--- config.mk ---
export PLATFORM = sky130hd
export DESIGN_NAME = stream_out_fifo
export DESIGN_NICKNAME = d
export VERILOG_FILES = /design/src/rtl/stream_out_pkg.sv /design/src/rtl/stream_out_fifo_mem_2p.sv /design/src/rtl/stream_out_fifo.sv
export SDC_FILE = /design/constraint.sdc
export NUM_CORES = 1
export LEC_CHECK = 0
export ABC_CLOCK_PERIOD_IN_PS = 2700
export CAP_MARGIN = 20
export CELL_PAD_IN_SITES_DETAIL_PLACEMENT = 0
export CELL_PAD_IN_SITES_GLOBAL_PLACEMENT = 1
export CORE_MARGIN = 2
export CORE_UTILIZATION = 43
export DETAILED_ROUTE_END_ITERATION = 12
export GPL_ROUTABILITY_DRIVEN = 0
export PLACE_DENSITY = 0.8
export SLEW_MARGIN = 25
export SYNTH_ARGS = -nofsm -noshare
export SYNTH_HDL_FRONTEND = slang
export SYNTH_HIERARCHICAL = 1
export SYNTH_SLANG_ARGS = --single-unit
export TNS_END_PERCENT = 1
--- constraint.sdc ---
create_clock -name clk -period 2.7 [get_ports clk]
set_input_delay 0.27 -clock clk [delete_from_list [all_inputs] [get_ports clk]]
set_output_delay 0.27 -clock clk [all_outputs]
set_load 0.05 [all_outputs]
--- src/rtl/stream_out_pkg.sv ---
// Shared definitions for the stream_out_fifo capture stage.
package stream_out_pkg;

  localparam int DEF_DATA_W = 8;
  localparam int DEF_DEPTH  = 4;
  localparam int DEF_CNT_W  = 8;

  typedef logic [7:0] byte_t;

  // Pointer width needed to address a FIFO of the given depth.
  function automatic int ptr_w(input int depth);
    return $clog2(depth);
  endfunction

endpackage

--- src/rtl/stream_out_fifo_mem_2p.sv ---
// Register-array storage for the FIFO: synchronous write, asynchronous read,
// cleared to zero on reset so an empty FIFO presents a known out_data.
module fifo_mem_2p #(
  parameter int DATA_W = 8,
  parameter int DEPTH  = 4,
  parameter int AW     = 2
) (
  input  logic              clk,
  input  logic              rst,
  input  logic              we,
  input  logic [AW-1:0]     waddr,
  input  logic [DATA_W-1:0] wdata,
  input  logic [AW-1:0]     raddr,
  output logic [DATA_W-1:0] rdata
);

  logic [DATA_W-1:0] mem_q [DEPTH];

  // Storage update: zero every entry on reset, otherwise write one entry when enabled.
  always_ff @(posedge clk) begin
    if (rst) begin
      for (int i = 0; i < DEPTH; i++) begin
        mem_q[i] <= '0;
      end
    end else if (we) begin
      mem_q[waddr] <= wdata;
    end
  end

  assign rdata = mem_q[raddr];

endmodule

--- src/rtl/stream_out_fifo.sv ---
// First-word-fall-through capture FIFO for the top_level byte stream, with
// occupancy, sticky overflow and a saturating dropped-byte counter.
module stream_out_fifo
  import stream_out_pkg::*;
#(
  parameter int DATA_W = DEF_DATA_W,
  parameter int DEPTH  = DEF_DEPTH,
  parameter int CNT_W  = DEF_CNT_W
) (
  input  logic                     clk,
  input  logic                     rst,
  input  logic [DATA_W-1:0]        in_data,
  input  logic                     in_valid,
  output logic [DATA_W-1:0]        out_data,
  output logic                     out_valid,
  input  logic                     out_ready,
  output logic [$clog2(DEPTH):0]   level,
  output logic                     overflow,
  output logic [CNT_W-1:0]         drop_cnt,
  input  logic                     clr_ovf
);

  localparam int PW = ptr_w(DEPTH);
  localparam int LW = PW + 1;

  logic [PW-1:0]    wr_ptr_q, wr_ptr_d;
  logic [PW-1:0]    rd_ptr_q, rd_ptr_d;
  logic [LW-1:0]    level_q, level_d;
  logic             overflow_q, overflow_d;
  logic [CNT_W-1:0] drop_cnt_q, drop_cnt_d;

  logic full_s;
  logic empty_s;
  logic pop_s;
  logic push_s;
  logic drop_s;
  logic [DATA_W-1:0] rdata_s;

  assign full_s  = (level_q == LW'(DEPTH));
  assign empty_s = (level_q == {LW{1'b0}});
  assign pop_s   = !empty_s && out_ready;
  // A full FIFO still accepts a byte when the head leaves in the same cycle.
  assign push_s  = in_valid && (!full_s || pop_s);
  assign drop_s  = in_valid && full_s && !pop_s;

  fifo_mem_2p #(
    .DATA_W (DATA_W),
    .DEPTH  (DEPTH),
    .AW     (PW)
  ) u_mem (
    .clk   (clk),
    .rst   (rst),
    .we    (push_s),
    .waddr (wr_ptr_q),
    .wdata (in_data),
    .raddr (rd_ptr_q),
    .rdata (rdata_s)
  );

  // Next-state for pointers, occupancy, overflow flag and drop counter.
  always_comb begin
    wr_ptr_d   = wr_ptr_q;
    rd_ptr_d   = rd_ptr_q;
    level_d    = level_q + {{(LW-1){1'b0}}, push_s} - {{(LW-1){1'b0}}, pop_s};
    overflow_d = overflow_q;
    drop_cnt_d = drop_cnt_q;

    if (push_s) begin
      wr_ptr_d = wr_ptr_q + {{(PW-1){1'b0}}, 1'b1};
    end else begin
      wr_ptr_d = wr_ptr_q;
    end

    if (pop_s) begin
      rd_ptr_d = rd_ptr_q + {{(PW-1){1'b0}}, 1'b1};
    end else begin
      rd_ptr_d = rd_ptr_q;
    end

    // A drop in the clearing cycle keeps the flag set.
    if (drop_s) begin
      overflow_d = 1'b1;
    end else if (clr_ovf) begin
      overflow_d = 1'b0;
    end else begin
      overflow_d = overflow_q;
    end

    // The clear restarts counting, and counts a drop from the same cycle.
    if (clr_ovf) begin
      drop_cnt_d = drop_s ? {{(CNT_W-1){1'b0}}, 1'b1} : {CNT_W{1'b0}};
    end else if (drop_s && (drop_cnt_q != {CNT_W{1'b1}})) begin
      drop_cnt_d = drop_cnt_q + {{(CNT_W-1){1'b0}}, 1'b1};
    end else begin
      drop_cnt_d = drop_cnt_q;
    end
  end

  // State registers with synchronous reset taking priority over all inputs.
  always_ff @(posedge clk) begin
    if (rst) begin
      wr_ptr_q   <= {PW{1'b0}};
      rd_ptr_q   <= {PW{1'b0}};
      level_q    <= {LW{1'b0}};
      overflow_q <= 1'b0;
      drop_cnt_q <= {CNT_W{1'b0}};
    end else begin
      wr_ptr_q   <= wr_ptr_d;
      rd_ptr_q   <= rd_ptr_d;
      level_q    <= level_d;
      overflow_q <= overflow_d;
      drop_cnt_q <= drop_cnt_d;
    end
  end

  assign out_data  = rdata_s;
  assign out_valid = !empty_s;
  assign level     = level_q;
  assign overflow  = overflow_q;
  assign drop_cnt  = drop_cnt_q;

endmodule
* Word-level counts from Yosys, hierarchy flattened
Memories as Yosys holds them, arrays and structs flattened. A register that Yosys moved wholly into a read port is not among the register bits. Cells that the tools add are included.
Word-level totals: input port bits 13, register bits 16, bits in writable memories 32, memories kept 1
Memory list:
- u_mem.mem_q | words 4, bits a word 8, rd ports 1, clocked after memory_dff 1, wr ports 4, line stream_out_fifo_mem_2p.sv:17 | logic [DATA_W-1:0] mem_q [DEPTH];
Operators by class: mux-type cells 15, add/subtract/negate cells 5, eq/ne operators 2, reductions and logical operators 13
Operator list (count):
- $mux 8 | 3
- $mux 1 | 9
- $add 8x1->8 const B | 1
- $ne 8x8->1 const B | 1
- $reduce_or 8->1 | 1
- $mux 2 | 3
- $logic_and 1x1->1 | 5
- $add 2x1->2 const B | 2
- $reduce_bool 2->1 | 2
- $add 3x1->3 | 1
- $eq 3x3->1 const B | 1
- $logic_not 1->1 | 3
- $logic_not 3->1 | 1
- $sub 3x1->3 | 1
- $logic_or 1x1->1 | 1

* Logic depth before layout (Yosys ltp)
Gate-level depths: netlist of the first run.
depth in word-level cells 10, mapped depth 10, depth with buffers taken out 9

* Hierarchy
The synthesis of the first run kept the hierarchy.
Modules (own cells, without submodules):
- fifo_mem_2p | cells each 85, area each 1457.6 µm², instances 1
- stream_out_fifo | cells each 95, area each 878.3 µm², instances 1

* Least setup slack after synthesis of the first run
OpenSTA, ideal clock, no wires.
kind register to register, start point register level_q[2] (netlist: level[2]), end point register level_q[2] (netlist: level[2]), required time 2.572 ns, path buffers 1, setup slack 0.156 ns, cell stages (with the launch flop) 11, arrival 2.416 ns, cells stage by stage dfxtp_1 > or4b_1 > buf_2 > nand2_1 > ha_1 > inv_1 > ha_1 > inv_1 > fa_1 > xnor2_1 > nor2_1
Between the ends: cells in the longest elaborated chain, start to end 7
RTL lines:
- start, declared | line stream_out_fifo.sv:28 | logic [LW-1:0] level_q, level_d;
- start signal, assigned | line stream_out_fifo.sv:104 | level_q <= {LW{1'b0}};
- start signal, assigned | line stream_out_fifo.sv:110 | level_q <= level_d;
- $logic_not 3->1 | line stream_out_fifo.sv:40 | assign empty_s = (level_q == {LW{1'b0}});
- $logic_not 1->1 | line stream_out_fifo.sv:41 | assign pop_s = !empty_s && out_ready;
- $logic_and 1x1->1 | line stream_out_fifo.sv:41
- $logic_or 1x1->1 | line stream_out_fifo.sv:43 | assign push_s = in_valid && (!full_s || pop_s);
- $logic_and 1x1->1 | line stream_out_fifo.sv:43
- $add 3x1->3 | line stream_out_fifo.sv:64 | level_d = level_q + {{(LW-1){1'b0}}, push_s} - {{(LW-1){1'b0}}, pop_s};
- $sub 3x1->3 * | line stream_out_fifo.sv:64
Every way passes the cells marked *; elsewhere a longest branch is shown, timed or not. A chain may end at the register's enable or synchronous reset.

==> results of run 1 <==
[cell type report]
class	instances	share of cell area
Clock buffer	6	0.02529
Clock inverter	2	0.01221
Inverter	6	0.007850
Multi-Input combinational cell	121	0.3493
Sequential cell	48	0.4466
Tap cell	70	0.03053
Timing Repair Buffer	38	0.1282
[sequential cells by signal, indices dropped and copies added, names as in the netlist]
name,cells
drop_cnt,8
level,3
overflow,1
rd_ptr_q,2
u_mem/mem_q,32
wr_ptr_q,2
[power by group]
| group | switching, W | internal, W | total [W] |
|---|---|---|---|
| clock network | 0.000228 | 0.000275 | 0.000503 |
| logic | 0.000439 | 0.000309 | 0.000747 |
| registers | 0.0000653 | 0.000861 | 0.000927 |
[worst max path at each step]
stage | start | endpoint | cells after the start
4_1_cts | rd_ptr_q[0]$_SDFFE_PP0N_ | out_data[5] | 3
2_1_floorplan | level[2]$_SDFF_PP0_ | level[2]$_SDFF_PP0_ | 10
6_report | rd_ptr_q[0]$_SDFFE_PP0N_ | out_data[5] | 3
3_5_place_dp | out_ready | level[2]$_SDFF_PP0_ | 10
3_3_place_gp | out_ready | level[2]$_SDFF_PP0_ | 10
5_1_grt | rd_ptr_q[0]$_SDFFE_PP0N_ | out_data[5] | 3
[cells by family after synthesis]
logic type                 count (synthesis)  synth area share
and+or+nand+nor                           80            0.2266
muxes                                     10           0.08570
AOI/OAI and AO/OA                         23           0.07714
xor gates and xnor gates                   4           0.01500
DFF                                       48            0.5485
adders and majority gates                  4           0.02464
buffers and inverters                     11           0.02249
[through the flow]
stage                     hold WS [ns]  power, W  std cells
final                           0.5162  0.002177        291
after CTS                       0.5267  0.002203        291
after global placement          0.4951  0.001683        283
after detailed placement        0.5110  0.001699        283
after floorplan                 0.4092  0.001469        180
after global routing            0.5509  0.002278        291
[placed cells by master, fill, tap and decap left out, types with 4 or more instances in the layout]
cell type	instances
clkbuf_8	5
clkdlybuf4s50_1	33
nand2_1	6
buf_4	5
edfxtp_1	32
nor2_1	8
inv_1	5
mux4_2	8
dfxtp_1	16
a21oi_1	4
and2_1	35
[critical path: stages (launching register included)]
cell and delay [ns]:
dfxtp_1 0.37, buf_4 0.24, mux4_2 0.54, clkdlybuf4s50_1 0.72
[metal layers]
metal | global-route usage | up-vias
met4 | 0.05357 | 0
li1 | - | 757
met3 | 0.04070 | 6
met5 | 0 | -
met2 | 0.2793 | 40
met1 | 0.2288 | 800
==> run_results.csv, run 1 <==
group,metric,value,unit
cts,clock-sinks,48,
grt,track_usage,0.1722,
yosys,synth_top_area_cell,"edfxtp_1",
critical_path,rrSetupSlack,0.53,ns
pwr,power_density,758.8,nW/um^2
yosys,synth.top_cell.area_share,0.4114,
yosys,syn_area,2336,sq um
floorplanning,die_h,77.71,um
placed_design,numPortBuffers,33,
sta,hold_viol_final,0,
cts,htreeDepth,2,
route,antenna_left,0,
final_layout,final_nets,237,
critical_path,start_kind,"register",
pwr,peakVddDrop,0.4878,mV
yosys,synth_area_leaders,"edfxtp_1 41%, dfxtp_1 14%, and2_1 9.4%, mux4_2 7.7%, ha_1 1.6%",
floorplanning,die_x,77.71,um
sta,finClkSkew,0.003320,ns
sta,slew_violations,0,
critical_path,worst-endpoint-arrival,2.17,ns
final_layout,multi_input_area,1002,sq um
cts,clockRootBuffer,"clkbuf_8",
critical_path,crit_required,2.43,ns
grt,grt_pass1_vias,1651,
floorplanning,ios,34,
yosys,ys_types,54,
final_layout,area_delta_synth_final,22.82,%
route,wl_met2,2340,um
route,dr.pass1.iters,4,
final_layout,seqCellArea,1281,sq um
cts,cts_resized,0,
sta,relSlewSlack,0.3920,
pwr,power.leakage,1.044,nW
yosys,ys_warn_count,6,
cts,clk_latency,0.29,ns
yosys,synthTopCellsByCount,"35 x and2_1, 32 x edfxtp_1, 16 x dfxtp_1",
final_layout,layout-drive-gt1-share,0.1403,
route,wl_met1,2199,um
route,drc_errors,0,
placed_design,place_hpwl,3368,um
route,drt-total-wl,4836,um
yosys,synth_edf_count,32,
grt,antenna_found_initial,0,
placed_design,dpl-instance-area,2761,sq um
cts,cts_setup_buffers,0,
floorplanning,rows,26,
sta,rsz0062_at_grt,"no",
placed_design,pre_cts_slack,0.1338,ns
yosys,async_flop_share,0,
sta,min_period_over_period,0.9023,
yosys,synth_nets,197,
final_layout,fillerInstances,436,
critical_path,r2r_cells,9,
cts,tritoncts,"yes",
hold_path,hold_class,"register to register",
yosys,yosysSeqAreaShare,0.5485,
hold_path,holdPathStages,2,
final_layout,postLayoutCoreUtil,0.5547,
floorplanning,core,5172,sq um
route,top_layer_used,"met4",
flow_run,drv_cap,0,
critical_path,cp-end-kind,"primary output",
route,drtIter0Drc,84,
critical_path,r2r-start,"level[2]$_SDFF_PP0_",
yosys,synth_cells,180,
final_layout,antennaDiodeCount,0,
grt,grt_pass1_wl,8073,um
critical_path,criticalPathCategory,"register to primary output",
sta,max_freq,410.5,MHz
grt,grt-ovfl-total,0,
route,num_vias,1603,
floorplanning,start_util,0.4516,
cts,cts_buffer_depth,2,
sta,worst_pin_slew,0.9101,ns
critical_path,path_max_fanout,8,
cts,numCtsBuffers,5,
final_layout,final_area,2869,sq um
yosys,ys.flop_type,"edfxtp_1",
yosys,ys_ff_latch,48,
route,wl_per_cell,16.62,um
yosys,synth_most_common_cell,"and2_1",
grt,grt_max_degree,15,
hold_path,worstHoldStart,"drop_cnt[1]$_SDFFE_PP0P_",
sta,min_period,2.436,ns
hold_path,hold-path-endpoint,"drop_cnt[1]$_SDFFE_PP0P_",
sta,setup_violations,0,
yosys,avgSynthCellArea,12.98,sq um
route,vias_per_cell,5.509,
outcome,status,"completed",
cts,clkSlewWorstSetupHoldPaths,0.08,ns
route,dr_wl_met3,246,um
floorplanning,die-area,6038,sq um
sta,layout_setup_ws,0.2639,ns
critical_path,r2r-end,"level[2]$_SDFF_PP0_",
cts,ctsHoldBuffers,0,
sta,finalSetupTns,0,ns
No activity file was read; power rests on OpenSTA's default activity.
==> inputs of run 2 (changes only) <==
- CORE_MARGIN: 2 -> 1.5
==> run 2 against run 1 <==
Net effect: clock skew increased by 0.0015 ns; sequential share of layout area decreased by 0.12 points; flip-flop and latch count unchanged; cell count unchanged; global-route usage increased by 0.64 points; sequential power about the same; die area decreased by 2.6%; critical path depth unchanged; critical endpoint is now out_data[6]; first-iteration DRC count increased by 25%; core utilization increased by 0.15 points.
==> run_results.csv, run 2 (same netlist as run 1, synthesis figures left out) <==
group,metric,value,unit
route,dr.pass1.iters,4,
grt,top_usage_layer,"met2",
grt,grt_pass1_vias,1595,
cts,clockRootBuffer,"clkbuf_8",
sta,min_period,2.432,ns
final_layout,largest-register,"u_mem/mem_q",
sta,setup_violations,0,
critical_path,start_kind,"register",
route,wl_per_cell,16.91,um
critical_path,cp-end-kind,"primary output",
floorplanning,rows,26,
grt,grt-ovfl-total,0,
cts,clock-sinks,48,
critical_path,crit_required,2.43,ns
final_layout,layout-drive-gt1-share,0.1448,
sta,rsz0062_at_grt,"no",
cts,cts_buffer_depth,2,
sta,finalHoldWorstSlack,0.5273,ns
sta,finClkSkew,0.004795,ns
critical_path,r2r_cells,9,
hold_path,holdPathStages,2,
pwr,p_total,0.002206,W
route,drtIter0Drc,105,
final_layout,final_nets,237,
final_layout,most-common-layout-cells,"35 x and2_1, 33 x clkdlybuf4s50_1, 32 x edfxtp_1",
critical_path,worst-endpoint-arrival,2.16,ns
pwr,switchingPower,0.0007546,W
final_layout,largest_reg_flops,32,
pwr,p_int,0.001451,W
outcome,status,"completed",
sta,min_period_over_period,0.9009,
pwr,clockPowerShare,0.240,
grt,grt_pass1_wl,8121,um
grt,grt_max_degree,17,
grt,met1_usage,0.2312,
pwr,seqPwrFrac,0.420,
critical_path,criticalPathCategory,"register to primary output",
floorplanning,die_h,76.71,um
grt,grtUsageMet2,0.2938,
cts,clkSlewWorstSetupHoldPaths,0.09,ns
route,num_vias,1586,
cts,cts_resized,0,
route,drt-total-wl,4922,um
pwr,power_density,766.9,nW/um^2
final_layout,antennaDiodeCount,0,
floorplanning,core,5172,sq um
route,antenna_left,0,
cts,htreeDepth,2,
sta,worst_pin_slew,0.9921,ns
sta,finalSetupTns,0,ns
final_layout,postLayoutCoreUtil,0.5561,
placed_design,place_hpwl,3491,um
floorplanning,die-area,5884,sq um
cts,tritoncts,"yes",
grt,antenna_found_initial,0,
route,drc_errors,0,
placed_design,numPortBuffers,33,
flow_run,drv_cap,0,
sta,hold_viol_final,0,
hold_path,hold_class,"register to register",
cts,cts_setup_buffers,0,
critical_path,path_max_fanout,8,
sta,relSlewSlack,0.3373,
pwr,combPwrFrac,0.340,
grt,grt_use_met3,0.04524,
final_layout,area_delta_synth_final,23.14,%
route,vias_per_cell,5.450,
cts,ctsHoldBuffers,0,
cts,numCtsBuffers,5,
floorplanning,start_util,0.4516,
final_layout,final_common_cell,"and2_1",
floorplanning,die_x,76.71,um
pwr,power.leakage,1.044,nW
floorplanning,ios,34,
grt,track_usage,0.1786,
sta,slew_violations,0,
pwr,peakVddDrop,0.5238,mV
cts,clk_latency,0.30,ns
sta,max_freq,411.1,MHz
pwr,p_sw_frac,0.3421,
run 2: cell types whose count changed in the layout (fill, tap and decap cells not counted):
| cell | previous run | this run |
|---|---|---|
| inv_6 | 0 | 1 |
| clkbuf_1 | 1 | 0 |
| clkinvlp_4 | 0 | 1 |
| clkinv_2 | 1 | 0 |
run 2: area by class of cell:
cell class                 instances  area, sq um
fill                             434         2296
sequential                        48         1281
multi-input combinational        121         1002
timing repair buffer              38        367.9
tap                               70        87.58
clock buffer                       5        68.82
clock inverter                     3        46.29
inverter                           6        22.52
run 2: per-layer routing:
metal	routed length, um	part of all wire	vias up
met5	0	0	-
met4	62	0.013	0
met3	310	0.063	8
met2	2392	0.49	52
met1	2156	0.44	771
li1	-	-	755
run 2: worst paths after layout:
check / start / end / slack (ns)
setup / recovery: rd_ptr_q[0]$_SDFFE_PP0N_ / out_data[6] / 0.27
hold / removal: drop_cnt[1]$_SDFFE_PP0P_ / drop_cnt[1]$_SDFFE_PP0P_ / 0.53
setup reg to reg: level[2]$_SDFF_PP0_ / level[2]$_SDFF_PP0_ / 0.50
hold reg to reg: drop_cnt[1]$_SDFFE_PP0P_ / drop_cnt[1]$_SDFFE_PP0P_ / 0.53
run 2: power by group through the flow:
stage               Sequential, W  Clock (W)  Combinational, W
floorplan                0.000980          0          0.000490
global placement         0.000937          0          0.000745
detailed placement       0.000946          0          0.000759
CTS                      0.000929   0.000540          0.000762
global route             0.000940   0.000572          0.000799
finish                   0.000927   0.000528          0.000751
run 2: through the flow:
step | std cells | worst slack (ns) | area [sq um]
3_5_place_dp | 283 | 0.1060 | 2761
6_report | 291 | 0.2675 | 2877
2_1_floorplan | 180 | 0.1564 | 2336
3_3_place_gp | 283 | 0.1751 | 2761
5_1_grt | 291 | 0.1868 | 2877
4_1_cts | 291 | 0.2310 | 2877
run 2: worst max-delay path, stage by stage (launching register included):
cell	delay (ns)
dfxtp_1	0.37
buf_4	0.23
mux4_2	0.55
clkdlybuf4s50_1	0.72
==> inputs of run 3 (changes only) <==
- ABC_AREA: unset -> 1
- ABC_CLOCK_PERIOD_IN_PS: 2700 -> 2370
- CORE_MARGIN: 1.5 -> 2
- CORE_UTILIZATION: 43 -> 41
- PLACE_DENSITY: 0.8 -> 0.81
- clock period: 2.7 -> 2.37 ns (I/O delays scaled with it)
==> run 3 against run 2 <==
Net effect: area after synthesis rose by 11%; power grew 15%; via count is 23% higher; clock-buffer cell count grew 2; die area increased by 18%; setup slack gained 0.16 ns; critical endpoint is now level[2]$_SDFF_PP0_.
==> run_results.csv, run 3 <==
group,metric,value,unit
outcome,status,"completed",
yosys,ys_ff_latch,48,
yosys,ys.flop_type,"edfxtp_1",
hold_path,hold_class,"register to register",
route,drtIter0Drc,75,
sta,min_period_over_period,0.8201,
critical_path,start_kind,"register",
cts,clk_latency,0.30,ns
route,antenna_left,0,
yosys,synth_cells,309,
pwr,switchingPower,0.001021,W
grt,track_usage,0.1582,
pwr,power.leakage,1.344,nW
yosys,syn_area,2587,sq um
cts,cts_setup_buffers,0,
final_layout,most-common-layout-cells,"66 x nand2_1, 60 x inv_1, 35 x nor2_1",
final_layout,antennaDiodeCount,0,
critical_path,criticalPathCategory,"register to register",
grt,grt_pass1_vias,1928,
cts,ctsHoldBuffers,0,
floorplanning,ios,34,
sta,finalSetupTns,0,ns
floorplanning,die_x,83.44,um
yosys,synth_most_common_cell,"nand2_1",
route,dr.pass1.iters,4,
final_layout,area_delta_synth_final,18.86,%
final_layout,fillerInstances,596,
cts,clock-sinks,48,
grt,antenna_found_initial,0,
final_layout,layout-drive-gt1-share,0.1748,
floorplanning,die_h,83.44,um
cts,cts_buffer_depth,2,
pwr,power_density,824.1,nW/um^2
critical_path,path_max_fanout,4,
placed_design,numPortBuffers,33,
sta,rsz0062_at_grt,"no",
yosys,synth_nets,326,
sta,finClkSkew,0.005564,ns
cts,clockRootBuffer,"clkbuf_8",
sta,max_freq,514.5,MHz
grt,grt_max_degree,17,
yosys,synthTopCellsByCount,"66 x nand2_1, 60 x inv_1, 35 x nor2_1",
placed_design,place_hpwl,3711,um
sta,slew_violations,0,
cts,htreeDepth,2,
sta,finalHoldWorstSlack,0.4775,ns
route,vias_per_cell,4.618,
route,num_vias,1958,
route,drc_errors,0,
floorplanning,die-area,6962,sq um
sta,worst_pin_slew,0.4998,ns
cts,numCtsBuffers,5,
route,wl_per_cell,11.76,um
sta,hold_viol_final,0,
yosys,ys_warn_count,6,
critical_path,crit_chain,"inv_2 -> nor2_4 -> nand2_1 -> nand2_1 -> ha_1 -> inv_1 -> ha_1 -> inv_1 -> fa_1 -> nor3_1 -> nor3_1",
cts,clkSlewWorstSetupHoldPaths,0.08,ns
flow_run,drv_cap,0,
critical_path,crit_path_max_incr_delay,0.39,ns
pwr,p_sw_frac,0.4029,
yosys,synth.top_cell.area_share,0.3714,
yosys,avgSynthCellArea,8.374,sq um
final_layout,final_nets,365,
sta,min_period,1.944,ns
grt,grt_pass1_wl,8845,um
cts,tritoncts,"yes",
pwr,seqPwrFrac,0.415,
pwr,p_int,0.001513,W
critical_path,worst-endpoint-arrival,2.13,ns
floorplanning,rows,28,
yosys,synth_top_area_cell,"edfxtp_1",
pwr,combPwrFrac,0.400,
yosys,synth_edf_count,32,
yosys,yosysSeqAreaShare,0.4952,
final_layout,largest-register,"u_mem/mem_q",
floorplanning,core,6026,sq um
yosys,async_flop_share,0,
final_layout,final_common_cell,"nand2_1",
critical_path,cp-end-kind,"register",
yosys,ys_types,31,
yosys,synth_area_leaders,"edfxtp_1 37%, dfxtp_1 12%, nand2_1 9.6%, inv_1 8.7%, nor2_1 5.1%",
pwr,peakVddDrop,0.5604,mV
critical_path,crit_required,2.56,ns
pwr,clockPowerShare,0.185,
route,drt-total-wl,4988,um
critical_path,slowest_stage,"fa_1",
sta,setup_violations,0,
floorplanning,start_util,0.4294,
grt,grt-ovfl-total,0,
sta,relSlewSlack,0.6657,
cts,cts_resized,0,
final_layout,largest_reg_flops,32,
-- run 3: changes by cell type after synthesis, sizes merged, moves of 6 or more --
cell,change
inv,+61
nand3,+25
mux4,-8
a21oi,+6
o21ai,+7
nor3,+8
and2,-34
nand2,+72
nor2,+34
-- run 3: worst paths after layout --
check,start,endpoint,slack [ns],cells past startpoint
worst max-delay path,level[2]$_SDFF_PP0_,level[2]$_SDFF_PP0_,0.43,11
worst min-delay path,overflow$_SDFFE_PP0P_,overflow$_SDFFE_PP0P_,0.48,2
worst max register to register,level[2]$_SDFF_PP0_,level[2]$_SDFF_PP0_,0.43,11
worst min register to register,overflow$_SDFFE_PP0P_,overflow$_SDFFE_PP0P_,0.48,2
-- run 3: critical path, delay by kind of cell (launching register included) --
kind | cells | cell delay, ns
and+or+nand+nor | 5 | 0.56
DFF | 1 | 0.35
buffers and inverters | 3 | 0.17
adders and majority gates | 3 | 0.76
-- run 3: cells by family (layout without fill, tap and decap cells) --
kind of cell | count (synthesis) | in the layout | synth area share
buffers and inverters | 75 | 115 | 0.1194
flip-flops | 48 | 48 | 0.4952
AO/OA/AOI/OAI | 20 | 20 | 0.04787
AND/OR/NAND/NOR | 162 | 162 | 0.3153
adder cells (fa/ha/maj) | 4 | 4 | 0.02225
-- run 3: layout make-up --
class | count | area (sq um) | area share
inverters | 69 | 265.3 | 0.08625
clock inverters | 1 | 5.005 | 0.001627
flip-flops and latches | 48 | 1285 | 0.4178
multi-input cells | 186 | 1002 | 0.3259
repair buffers | 38 | 347.8 | 0.1131
well taps | 75 | 93.84 | 0.03051
clock buffers | 7 | 76.32 | 0.02482
-- run 3: per-stage QoR --
step | util | instance area (sq um) | total power [W] | instances | setup WS (ns)
after floorplan | - | 2596 | 0.001812 | 309 | 0.09561
after global placement | 0.4969 | 2994 | 0.002081 | 416 | 0.1981
after detailed placement | 0.4969 | 2994 | 0.002095 | 416 | 0.1259
after CTS | 0.5104 | 3075 | 0.002564 | 424 | 0.4060
after global routing | 0.5104 | 3075 | 0.002683 | 424 | 0.3074
final | 0.5104 | 3075 | 0.002534 | 424 | 0.4263
-- run 3: per-layer routing --
metal,vias to the layer above,global-route usage,share of wire
met4,0,0.04839,0.014
met2,40,0.2867,0.51
met1,878,0.1902,0.43
met5,-,0,0
li1,1034,-,-
met3,6,0.02883,0.040
-- run 3: power by group through the flow --
stage / logic, W / clock network, W / registers [W]
3_3_place_gp: 0.00101 / 0 / 0.00107
6_report: 0.00101 / 0.000469 / 0.00105
3_5_place_dp: 0.00102 / 0 / 0.00107
4_1_cts: 0.00103 / 0.000484 / 0.00105
2_1_floorplan: 0.000691 / 0 / 0.00112
5_1_grt: 0.00111 / 0.000510 / 0.00106
